==> config.mk <==
export PLATFORM = sky130hd
export DESIGN_NAME = mem_port_arbiter
export DESIGN_NICKNAME = d
export VERILOG_FILES = /design/src/rtl/mem_port_arbiter_pkg.sv /design/src/rtl/mem_port_arbiter_watchdog.sv /design/src/rtl/mem_port_arbiter.sv
export SDC_FILE = /design/constraint.sdc
export NUM_CORES = 1
export LEC_CHECK = 0
export CAP_MARGIN = 15
export CELL_PAD_IN_SITES_DETAIL_PLACEMENT = 1
export CELL_PAD_IN_SITES_GLOBAL_PLACEMENT = 2
export CORE_ASPECT_RATIO = 2
export CORE_MARGIN = 2
export CORE_UTILIZATION = 23
export DETAILED_ROUTE_END_ITERATION = 6
export GPL_TIMING_DRIVEN = 0
export PLACE_DENSITY = 0.83
export SETUP_SLACK_MARGIN = 0.2
export SYNTH_ARGS = -nofsm -noshare
export SYNTH_HDL_FRONTEND = slang
export SYNTH_SLANG_ARGS = --single-unit
==> constraint.sdc <==
create_clock -name clk -period 1.9 [get_ports clk]
set_input_delay 0.38 -clock clk [delete_from_list [all_inputs] [get_ports clk]]
set_output_delay 0.38 -clock clk [all_outputs]
set_load 0.01 [all_outputs]
==> src/rtl/mem_port_arbiter_pkg.sv <==
// Shared encodings for the unified-memory port arbiter.
package mem_port_arbiter_pkg;

  typedef enum logic [1:0] {
    ARB_IDLE = 2'd0,
    ARB_BUSY = 2'd1,
    ARB_RESP = 2'd2
  } arbState_t;

  typedef enum logic {
    OWN_I = 1'b0,
    OWN_D = 1'b1
  } arbOwner_t;

  localparam logic [3:0] FETCH_BE = 4'hF;

endpackage

==> src/rtl/mem_port_arbiter_watchdog.sv <==
// Memory-handshake watchdog: counts BUSY cycles without m_ready and flags
// expiry on the cycle the count would reach TIMEOUT.
module mem_port_arbiter_watchdog #(
  parameter int TIMEOUT = 255
) (
  input  logic clk,
  input  logic rst,
  input  logic clr,
  input  logic en,
  output logic expire
);

  localparam logic [7:0] LAST_CNT = 8'(TIMEOUT - 1);

  logic [7:0] wdCnt;

  always_ff @(posedge clk) begin
    if (rst || clr) begin
      wdCnt <= 8'd0;
    end else if (en) begin
      wdCnt <= wdCnt + 8'd1;
    end
  end

  assign expire = en && (wdCnt == LAST_CNT);

endmodule

==> src/rtl/mem_port_arbiter.sv <==
// Arbitrates one single-ported memory between instruction fetch and data
// access; data wins unless fetch has lost STARVE_MAX grants in a row.
//
// state    | meaning
// ARB_IDLE | no transaction; grant decision taken this cycle
// ARB_BUSY | m_req held with latched command until m_ready or watchdog
// ARB_RESP | one-cycle done pulse to the owner; no grant here
module mem_port_arbiter #(
  parameter int AW         = 32,
  parameter int STARVE_MAX = 4,
  parameter int TIMEOUT    = 255
) (
  input  logic          clk,
  input  logic          rst,
  input  logic          if_req,
  input  logic [AW-1:0] if_addr,
  output logic          if_done,
  output logic [31:0]   if_rdata,
  output logic          if_stall,
  input  logic          d_req,
  input  logic          d_we,
  input  logic [AW-1:0] d_addr,
  input  logic [31:0]   d_wdata,
  input  logic [3:0]    d_be,
  output logic          d_done,
  output logic [31:0]   d_rdata,
  output logic          d_stall,
  output logic          m_req,
  output logic          m_we,
  output logic [AW-1:0] m_addr,
  output logic [31:0]   m_wdata,
  output logic [3:0]    m_be,
  input  logic          m_ready,
  input  logic [31:0]   m_rdata,
  output logic          err
);
  import mem_port_arbiter_pkg::*;

  localparam logic [3:0] STARVE_LIMIT = 4'(STARVE_MAX);

  arbState_t  state, nextState;
  arbOwner_t  own;
  logic [3:0] starveCnt;
  logic       grantD, grantI;
  logic       wdExpire;

  mem_port_arbiter_watchdog #(.TIMEOUT(TIMEOUT)) uWatchdog (
    .clk    (clk),
    .rst    (rst),
    .clr    (state != ARB_BUSY),
    .en     ((state == ARB_BUSY) && !m_ready),
    .expire (wdExpire)
  );

  always_comb begin
    nextState = state;
    grantD    = 1'b0;
    grantI    = 1'b0;
    case (state)
      ARB_IDLE: begin
        if (d_req && (!if_req || (starveCnt < STARVE_LIMIT))) begin
          grantD = 1'b1;
        end else if (if_req) begin
          grantI = 1'b1;
        end
        if (grantD || grantI) nextState = ARB_BUSY;
      end
      ARB_BUSY: if (m_ready || wdExpire) nextState = ARB_RESP;
      ARB_RESP: nextState = ARB_IDLE;
      default:  nextState = ARB_IDLE;
    endcase
  end

  always_ff @(posedge clk) begin
    if (rst) begin
      state     <= ARB_IDLE;
      own       <= OWN_I;
      starveCnt <= 4'd0;
      m_we      <= 1'b0;
      m_addr    <= '0;
      m_wdata   <= 32'h0;
      m_be      <= 4'h0;
      if_rdata  <= 32'h0;
      d_rdata   <= 32'h0;
      err       <= 1'b0;
    end else begin
      state <= nextState;
      if (grantD) begin
        own     <= OWN_D;
        m_we    <= d_we;
        m_addr  <= d_addr;
        m_wdata <= d_wdata;
        m_be    <= d_be;
        if (if_req && (starveCnt != STARVE_LIMIT)) starveCnt <= starveCnt + 4'd1;
      end else if (grantI) begin
        own       <= OWN_I;
        m_we      <= 1'b0;
        m_addr    <= if_addr;
        m_wdata   <= 32'h0;
        m_be      <= FETCH_BE;
        starveCnt <= 4'd0;
      end
      // An aborted access returns zero data to the owner; stores never touch d_rdata.
      if ((state == ARB_BUSY) && (m_ready || wdExpire)) begin
        if (wdExpire) err <= 1'b1;
        if (own == OWN_I) begin
          if_rdata <= m_ready ? m_rdata : 32'h0;
        end else if (!m_we) begin
          d_rdata <= m_ready ? m_rdata : 32'h0;
        end
      end
    end
  end

  assign m_req    = (state == ARB_BUSY);
  assign if_done  = (state == ARB_RESP) && (own == OWN_I);
  assign d_done   = (state == ARB_RESP) && (own == OWN_D);
  assign if_stall = if_req && !if_done;
  assign d_stall  = d_req && !d_done;

endmodule

==> results.md <==
- Layout fillers: approximately 3.2k
- Final Setup Violations: 0
- CTS Sinks: between 100 and 150
- Worst Setup Start Kind: register
- Largest net degree at the start of global routing: 17
- Total GRT Usage: 20.7%
- CP Class: register to output port
- WL per Instance: 21.7 um
- R2r endpoint: m_addr[24]
- Area Overhead vs Synth: 63.3%
- First-pass GRT wire length: around 45000 um
- Drt drc: 0
- Grt total ovfl: 0
- CP Capture Type: output port
- Hold slack: between 400 and 500 ps
- Int Pwr: 5.91 mW
- Detail Placement HPWL: 22800 um
- Sequential power share: between 40 and 50%
- Setup slack at placement: -961 ps
- Hold Path Stages: 1
- Critical Path AT: about 1400 ps
- Register area share after synthesis: ~48%
- H-tree levels: 4
- Io pins: ~280
- Max-capacitance violation count: 0
- Worst Clk Skew: roughly 12 ps
- Worst rel slew slack: 56.5%
- Total power: roughly 8.4 mW
- Initial antenna violation count: 2
- Worst Hold End: err
- Post-Syn Nets: roughly 850
- Worst-Margin Slew: around 650 ps
- IO Port Bufs: between 200 and 300
- Final net count: 1156
- R2R Setup Slk: 220 ps
- Cells after Synth: between 700 and 800
- Die Area: 0.0285 sq mm
- Setup TNS: 0 ps
- ANT nets after route: 0
- Maximum clock rate: about 570 MHz
- Hold_sp: err
- Pwr/cell area: 825 mW/mm^2
- RSZ-0062 raised after global routing: yes
- Vias: roughly 7.2k
- Worst-Skew Late Latency: roughly 450 ps
- Final Hold Viols: 0
- Reg2reg start: state[0]
- Combinational power share: about a fifth
- Switch share: approximately 29%
- Clock-pin slew on the worst setup and hold paths: 70 ps
- Clock period minus final worst setup slack: roughly 1800 ps
- Yosys reg bits: between 100 and 150
- Post-synth EDFFs: 0
- Peak VDD IR: a little over 0.0005 V
- HP Class: register to register
- Routability congestion estimate: just over 0.8
- Via-to-Cell Ratio: 5.20
- Run status: finished clean
- Most common cell after layout, fill and taps aside: dfxtp_1
- CP Max Fanout: 6
- Max Buffers Root-to-Sink: 2
- Clock root cell: clkbuf_16
- Final WL: between 20000 and 30000 um
- Average size of a mapped cell: between 8 and 9 sq um
- Share of layout cells above drive strength 1: 14.0%
- Worst reg-to-reg path cell count: 5
- Die H: around 240 um
- Clock share of power: 39.7%
- Net Sw Power: 2.47 mW
- Vias in the first global route: roughly 7.7k
- Initial drt markers: 270
- Cell area after synthesis: 0.00623 sq mm
- Initial Util: a little under a quarter
- Post-synth top flop: dfxtp_1
- Worst EP required: between 1500 and 2000 ps
- Core area: between 0.02 and 0.03 sq mm
- Leak Pwr: 4.09 nW
- Max Slew Vio Count: 0
- DRT Pass-1 Iters: 4
- Commonest non-fill, non-tap cells in the layout: dfxtp_1 (144), dlygate4sd2_1 (135), clkdlybuf4s50_1 (133)
- Ys async rst share: 0%
- Std-Cell Rows: 85
- Synth warn: 0
- Worst setup margin: roughly 140 ps
- Unique masters post-synth: 39
- Num CTS Buffers: 17
- Die span in x: 120 um
- # hold bufs at CTS: 0
- Period utilization: 92.5%
- TritonCTS clock tree: done
-- how the worst max path moves through the flow --
stage / from / slack, ps / to / cells after the start
floorplan: m_ready / 290 / uWatchdog.wdCnt[7] / 4
global placement: if_req / -910 / m_addr[28] / 5
detailed placement: if_req / -960 / m_addr[0] / 5
CTS: state[1] / 70 / d_stall / 4
global route: state[0] / 30 / d_stall / 4
finish: state[1] / 140 / d_stall / 4
-- kinds of logic after synthesis --
| kind of cell | synth area share, % |
|---|---|
| AO/OA/AOI/OAI | 32.8 |
| flip-flops | 47.9 |
| buffers and inverters | 5.89 |
| multiplexers | 0.342 |
| AND/OR/NAND/NOR | 11.7 |
| adder cells (fa/ha/maj) | 0.804 |
| XOR/XNOR | 0.563 |
-- per-layer routing --
metal	global-route usage (%)	up-vias	routed length [um]
met5	0	-	11
met3	5.11	42	1430
met4	9.55	2	939
li1	-	3363	-
met2	40.0	226	16800
met1	20.1	3526	10600
-- per-stage QoR --
step / std cells / cell area, sq um / utilization, %
finish: 1376 / 10200 / 37.9
global route: 1375 / 10200 / 37.9
global placement: 1330 / 9410 / 35.1
CTS: 1367 / 10000 / 37.3
detailed placement: 1330 / 9410 / 35.1
floorplan: 707 / 6230 / -
-- sequential cells by signal, indices dropped and copies added, names as in the netlist --
register / flops
d_rdata: 32
if_rdata: 32
m_addr: 32
m_wdata: 32
uWatchdog.wdCnt: 8
m_be: 4
starveCnt: 4
state: 2
err: 1
m_we: 1
own: 1
-- power groups by stage --
stage / sequential, mW / combinational (mW) / clock, mW
CTS: 3.41 / 1.61 / 3.41
floorplan: 3.55 / 0.617 / 0
finish: 3.41 / 1.64 / 3.33
global route: 3.43 / 1.77 / 3.54
detailed placement: 3.49 / 1.67 / 0
global placement: 3.48 / 1.65 / 0
-- repair_timing --
| action | CTS | global route |
|---|---|---|
| gates cloned | 2 | 1 |
| pin swaps | 2 | 0 |
| setup buffers | 4 | 6 |
| endpoints found under the hold margin | 0 | 0 |
| resized for setup | 235 | 63 |
| endpoints found under the setup margin | 275 | 116 |
-- critical path: stages (launching register included) --
cell and delay [ps]:
dfxtp_4 370, buf_8 120, and3b_1 160, nor2b_1 120, buf_2 150
-- cell usage after synthesis, types with 3 or more instances --
master | n | share of area (%)
inv_1 | 4 | 0.24
nor2_1 | 11 | 0.66
buf_1 | 11 | 0.66
a311oi_1 | 96 | 14
a31oi_1 | 64 | 6.4
ha_1 | 4 | 0.80
o21ai_0 | 65 | 5.2
nor3b_1 | 6 | 0.72
a21oi_1 | 72 | 5.8
nor2b_1 | 3 | 0.30
or3b_2 | 3 | 0.42
clkbuf_1 | 60 | 3.6
nand2_1 | 37 | 2.2
dfxtp_1 | 149 | 48
o21ai_1 | 5 | 0.40
o221a_2 | 4 | 0.72
nand3_1 | 68 | 5.5
or3_1 | 3 | 0.30
buf_2 | 16 | 1.3
-- area by class of cell --
cell class	count	area (sq um)	area share, %
repair buffers	288	2680	26.4
inverters	4	15.0	0.148
diodes	2	5.00	0.0492
clock inverters	13	126	1.24
plain buffers	88	523	5.15
clock buffers	18	439	4.32
well taps	348	435	4.28
flip-flops and latches	149	2990	29.5
multi-input cells	466	2950	29.0
Power figures use the tool's default switching activity.
==> variant 1 (same settings) <==
Change the parameter `AW` from 32 to 16.
--- a/src/rtl/mem_port_arbiter.sv
+++ b/src/rtl/mem_port_arbiter.sv
@@ -8,3 +8,3 @@
 module mem_port_arbiter #(
-  parameter int AW         = 32,
+  parameter int AW         = 16,
   parameter int STARVE_MAX = 4,
Interface: changed (resized d_addr, if_addr and m_addr); port bits go from 277 to 229. The function was not compared with the original's and may differ.
==> variant 1 against the unedited design <==
Setup slack got worse by 0.0088 ns; final cell count decreased by 12%; sequential cell count decreased by 16; largest cell class is now multi-input gates; routed wire length decreased by 15%; clock skew decreased by 0.0051 ns; area after synthesis decreased by 7.9%; power decreased by 4.4%; final area decreased by 8.5%; via count decreased by 14%; die area decreased by 7.7%.
==> variant 1: results (changes against the unedited design) <==
* Clock network area share at 6.485% (+0.92 points)
* Worst-case vdd ir drop at 0.5103 mV (+0.11%)
* IO buf count at 227 (-17%)
* Fin Clk Skew at 0.007375 ns (-0.005094 ns)
* R2R Path End: m_addr[11]$_SDFFE_PP0P_
* Sequential share of the synthesized area at 46.45% (-1.5 points)
* P_leak at 3.864 nW (-5.5%)
* Inverters at 6 (+2)
* Reg2Reg Depth at 6 (+1)
* Cell variety after synth at 48 (+23%)
* First-pass GRT wire length at 37.56 mm (-16%)
* Routed vias at 6181 (-14%)
* CP Launch Type: register
* Plain + repair buffers at 311 (-17%)
* Min-Delay Startpoint: err$_SDFFE_PP0P_
* Signal buf overhead at 29.93% (-1.6 points)
* Clock network power at 0.00339 W (+2%)
* Multi-In Gates at 397 (-15%)
* Sequential power share at 38.0% (-2.7 points)
* Crit path DAT at approximately 1.4 ns
* Skew-Pair Late Insertion Delay at 0.42 ns (-0.03 ns)
* Clk_buf instances at 21 (+3)
* Worst R2R Start: state[1]$_SDFFE_PP0P_
* Share of cells above drive strength 1 at 18.89% (+4.9 points)
* WL final at 25.21 mm (-15%)
* Area contributors post-synth: dfxtp_1, a311oi_1, a311oi_2
* Fillers at 2846 (-11%)
* Yosys warns at 0 (unchanged)
* Crit-path max cell delay at 0.37 ns (about the same)
* Post-synth top cells: dfxtp_1, a31oi_1, a21oi_1
* Top delay family on crit path: flip-flops
* Reg clk slew, reported paths at 0.06 ns
* Initial drt markers at 288 (+6.7%)
* Synth Net Count at 718 (-15%)
* GPL Wtd Cong at 0.7850 (-4.5%)
* Initial antenna violation count at 2 (unchanged)
* CP Capture Point: d_done
* Maximum fanout along the worst path at 5 (-1)
* Vias in the first global route at 6562 (-14%)
* CP startpoint: state[0]$_SDFFE_PP0P_
* Worst path slowest cell: dfxtp_4
* Dpl hpwl at 18.93 mm (-17%)
* WHS Endpoint: err$_SDFFE_PP0P_
* Nets at 976 (-16%)
* Multi-input gate share of total cell area at 30.12% (+1.1 points)
* Total GRT Usage at 18.86% (-1.9 points)
* Slew headroom at 47.31% (-9.2 points)
* Clock sinks at 133 (-11%)
* R2R Setup Slk at ~0.21 ns
* Total CTS buffers at 17 (unchanged)
* Switching Fraction at 28.18% (-1.3 points)
* Max Cap Viol at 0 (unchanged)
* Register Area at 2669 sq um (-11%)
* Status: complete, no violations
* N_diodes at 2 (unchanged)
variant 1: cell count changes after synthesis, moves of 9 or more:
cell	before	now
a311oi_1	96	52
a311oi_2	0	28
clkbuf_1	60	35
nand3_1	68	51
a21oi_1	72	56
dfxtp_1	149	133
o21ai_0	65	49
buf_4	0	10
buf_1	11	2
variant 1: metal layers:
metal | track usage [%] | wire [um] | vias up
li1 | - | - | 2893
met2 | 37.92 | 14630 | 198
met1 | 17.80 | 8683 | 3048
met4 | 8.180 | 778 | 0
met3 | 3.621 | 1121 | 42
met5 | 0 | 0 | -
variant 1: stage by stage:
stage / cells / hold WS [ns] / power [W] / cell area (sq um) / setup WS, ns
5_1_grt: 1213 / 0.4944 / 0.008350 / 9300 / 0.05819
4_1_cts: 1205 / 0.4743 / 0.008051 / 9039 / 0.1198
2_1_floorplan: 608 / 0.4521 / 0.003808 / 5732 / 0.4415
3_5_place_dp: 1167 / 0.4646 / 0.004643 / 8419 / -0.6614
3_3_place_gp: 1167 / 0.4505 / 0.004621 / 8419 / -0.6362
6_report: 1213 / 0.4696 / 0.008016 / 9300 / 0.1339
variant 1: timing repair:
action | 4_1_cts | 5_1_grt
cloned | 0 | 1
endpoints found under the hold margin | 0 | 0
pin swaps | 2 | 9
buffers inserted | 7 | 5
endpoints found under the setup margin | 216 | 128
resized for setup | 159 | 71
variant 1: kinds of logic after synthesis:
| logic type | after synthesis | share of synthesized area (%) |
|---|---|---|
| buffers and inverters | 78 | 6.854 |
| flip-flops | 133 | 46.45 |
| AND/OR/NAND/NOR | 122 | 11.24 |
| AO/OA/AOI/OAI | 267 | 33.94 |
| XOR/XNOR | 3 | 0.4585 |
| adder cells (fa/ha/maj) | 4 | 0.8732 |
| multiplexers | 1 | 0.1746 |
==> variant 2 (same settings) <==
Made on the original files. Reset style: asynchronous (`rst`), changed in one clocked block.
--- a/src/rtl/mem_port_arbiter.sv
+++ b/src/rtl/mem_port_arbiter.sv
@@ -73,3 +73,3 @@
 
-  always_ff @(posedge clk) begin
+  always_ff @(posedge clk or posedge rst) begin
     if (rst) begin
Function: differs if rst is asserted again (counterexample within 4 cycles, from zero or initial values and one cycle with rst high); with rst held inactive, the same outputs for 4 cycles.
==> variant 2 against the unedited design <==
Sequential share of layout area is 4.0 points higher; core utilization is 1.2 points lower; sequential cell count stayed put; highest routed layer is now met4; area after synthesis is 12% higher; first-iteration DRC count is 9.3% lower; routed wire length is 12% lower; setup slack worse by 0.065 ns; worst hold slack worse by 0.028 ns; final area is 8.3% higher.
Power is not compared: it rests on default switching activity, and its combinational part moved more than twofold at a synthesized area within 25%.
==> variant 2: results (changes against the unedited design) <==
* Status: complete, no violations
* Crit-path max cell delay at 0.49 ns (+0.12 ns)
* Post_cts resized at 206 (-12%)
* R2R Setup Slk at 0.18 ns (-0.04 ns)
* Worst path slowest cell: clkdlybuf4s50_1
* Crit path DAT at 1.44 ns (+0.06 ns)
* Area contributors post-synth: dfrtp_1, inv_1, a22o_1
* Syn_area_per_cell at 10.32 sq um (+17%)
* Post-synth top cells: dfrtp_1, inv_1, nand3_1
* Vias in the first global route at 7267 (-5.2%)
* Starting Density at 23.19% (-0.043 points)
* Largest net degree at the start of global routing at 40 (+23)
* N_diodes at 0 (-2)
* DR top layer: met4
* M1 GR Usage at 19.65% (-0.44 points)
* Worst R2R Start: state[1]$_DFFE_PP0P_
* Fin Clk Skew at 0.01044 ns (-0.002032 ns)
* Placed insts at 1320 (-0.75%)
* Via-to-Cell Ratio at 4.797 (-7.8%)
* P_leak at about 5.1 nW
* Post-CTS Setup Inserts at 7 (+3)
* Met3 usage at 5.895% (+0.79 points)
* First-pass GRT wire length at 40.88 mm (-8.7%)
* GPL Wtd Cong at 0.7573 (-7.9%)
* Top FF cell, synth: dfrtp_1
* GRT met2 Usage at 27.74% (-12 points)
* Yosys warns at 0 (unchanged)
* Synth Net Count at 815 (-4.0%)
* Met3 wire len at 2.100 mm (+47%)
* R2R Path End: uWatchdog.wdCnt[5]$_SDFFE_PP0P_
* Cell variety after synth at 43 (+10%)
* Skew-Pair Late Insertion Delay at 0.45 ns (about the same)
* Placed Area at 10230 sq um (+8.7%)
* Final cell count without fillers at 1363 (-0.94%)
* Post-synth ARST share at 94.63% (+95 points)
* Top delay family on crit path: buffers and inverters
* Dpl hpwl at 18.90 mm (-17%)
* Wire per inst at 19.21 um (-11%)
* Slew headroom at 47.72% (-8.8 points)
* Nets at 1125 (-2.7%)
* Total GRT Usage at 16.61% (-4.1 points)
* Met1 wire length at 10.76 mm (+1.5%)
* Share of cells above drive strength 1 at 13.97% (-0.065 points)
* Met2 WL at 12.86 mm (-24%)
* Initial drt markers at 245 (-9.3%)
* Hold Crit Class: input port to async pin
* Initial antenna violation count at 0 (-2)
* Switch Pwr at about 0.0056 W
* Sequential share of the synthesized area at 53.11% (+5.2 points)
* IO buf count at 276 (+0.36%)
* Maximum fanout along the worst path at 10 (+4)
* Reg2Reg Depth at 6 (+1)
==> variant 2: cell count changes after synthesis, moves of 32 or more <==
cell	change
a211o_1	+32
o21ai_0	-39
a21oi_1	-66
a22o_1	+33
o211ai_1	+32
inv_1	+99
nand3_1	-32
a22oi_1	+32
a2111oi_0	+32
dfxtp_1	-141
nand2b_1	+33
a31oi_1	-64
dfrtp_1	+141
a311oi_1	-96
==> variant 2: metrics by stage <==
stage / TNS, ns / setup slack [ns] / hold WS [ns]
2_1_floorplan: -45.86 / -1.299 / 0.4524
3_3_place_gp: -299.44 / -3.177 / 0.4435
3_5_place_dp: -56.38 / -1.008 / 0.4618
4_1_cts: 0 / 0.05570 / 0.4223
5_1_grt: 0 / 0.01196 / 0.4627
6_report: 0 / 0.07745 / 0.4402
==> variant 2: how the worst max path moves through the flow <==
stage,from,end,cells after the start
floorplan,rst,uWatchdog.wdCnt[0]$_SDFFE_PP0P_,3
global placement,rst,uWatchdog.wdCnt[0]$_SDFFE_PP0P_,4
detailed placement,d_req,d_stall,5
CTS,state[1]$_DFFE_PP0P_,if_stall,4
global route,state[1]$_DFFE_PP0P_,d_stall,4
finish,d_req,d_stall,5
==> variant 2: area by class of cell <==
type                       count  area, sq um
tap                          368        460.4
clock inverter                12        121.4
buffer                        59        424.2
timing repair inverter         1        5.005
multi-input combinational    362         2751
clock buffer                  19        442.9
timing repair buffer         290         2725
sequential                   149         3689
fill                        3412        18940
inverter                     103        390.4
==> variant 2: cells by family after synthesis <==
family / synth area share [%]
AOI/OAI and AO/OA: 27.06
xor gates and xnor gates: 0.2523
adders and majority gates: 0.7206
buffers and inverters: 9.764
DFF: 53.11
and+or+nand+nor: 9.098
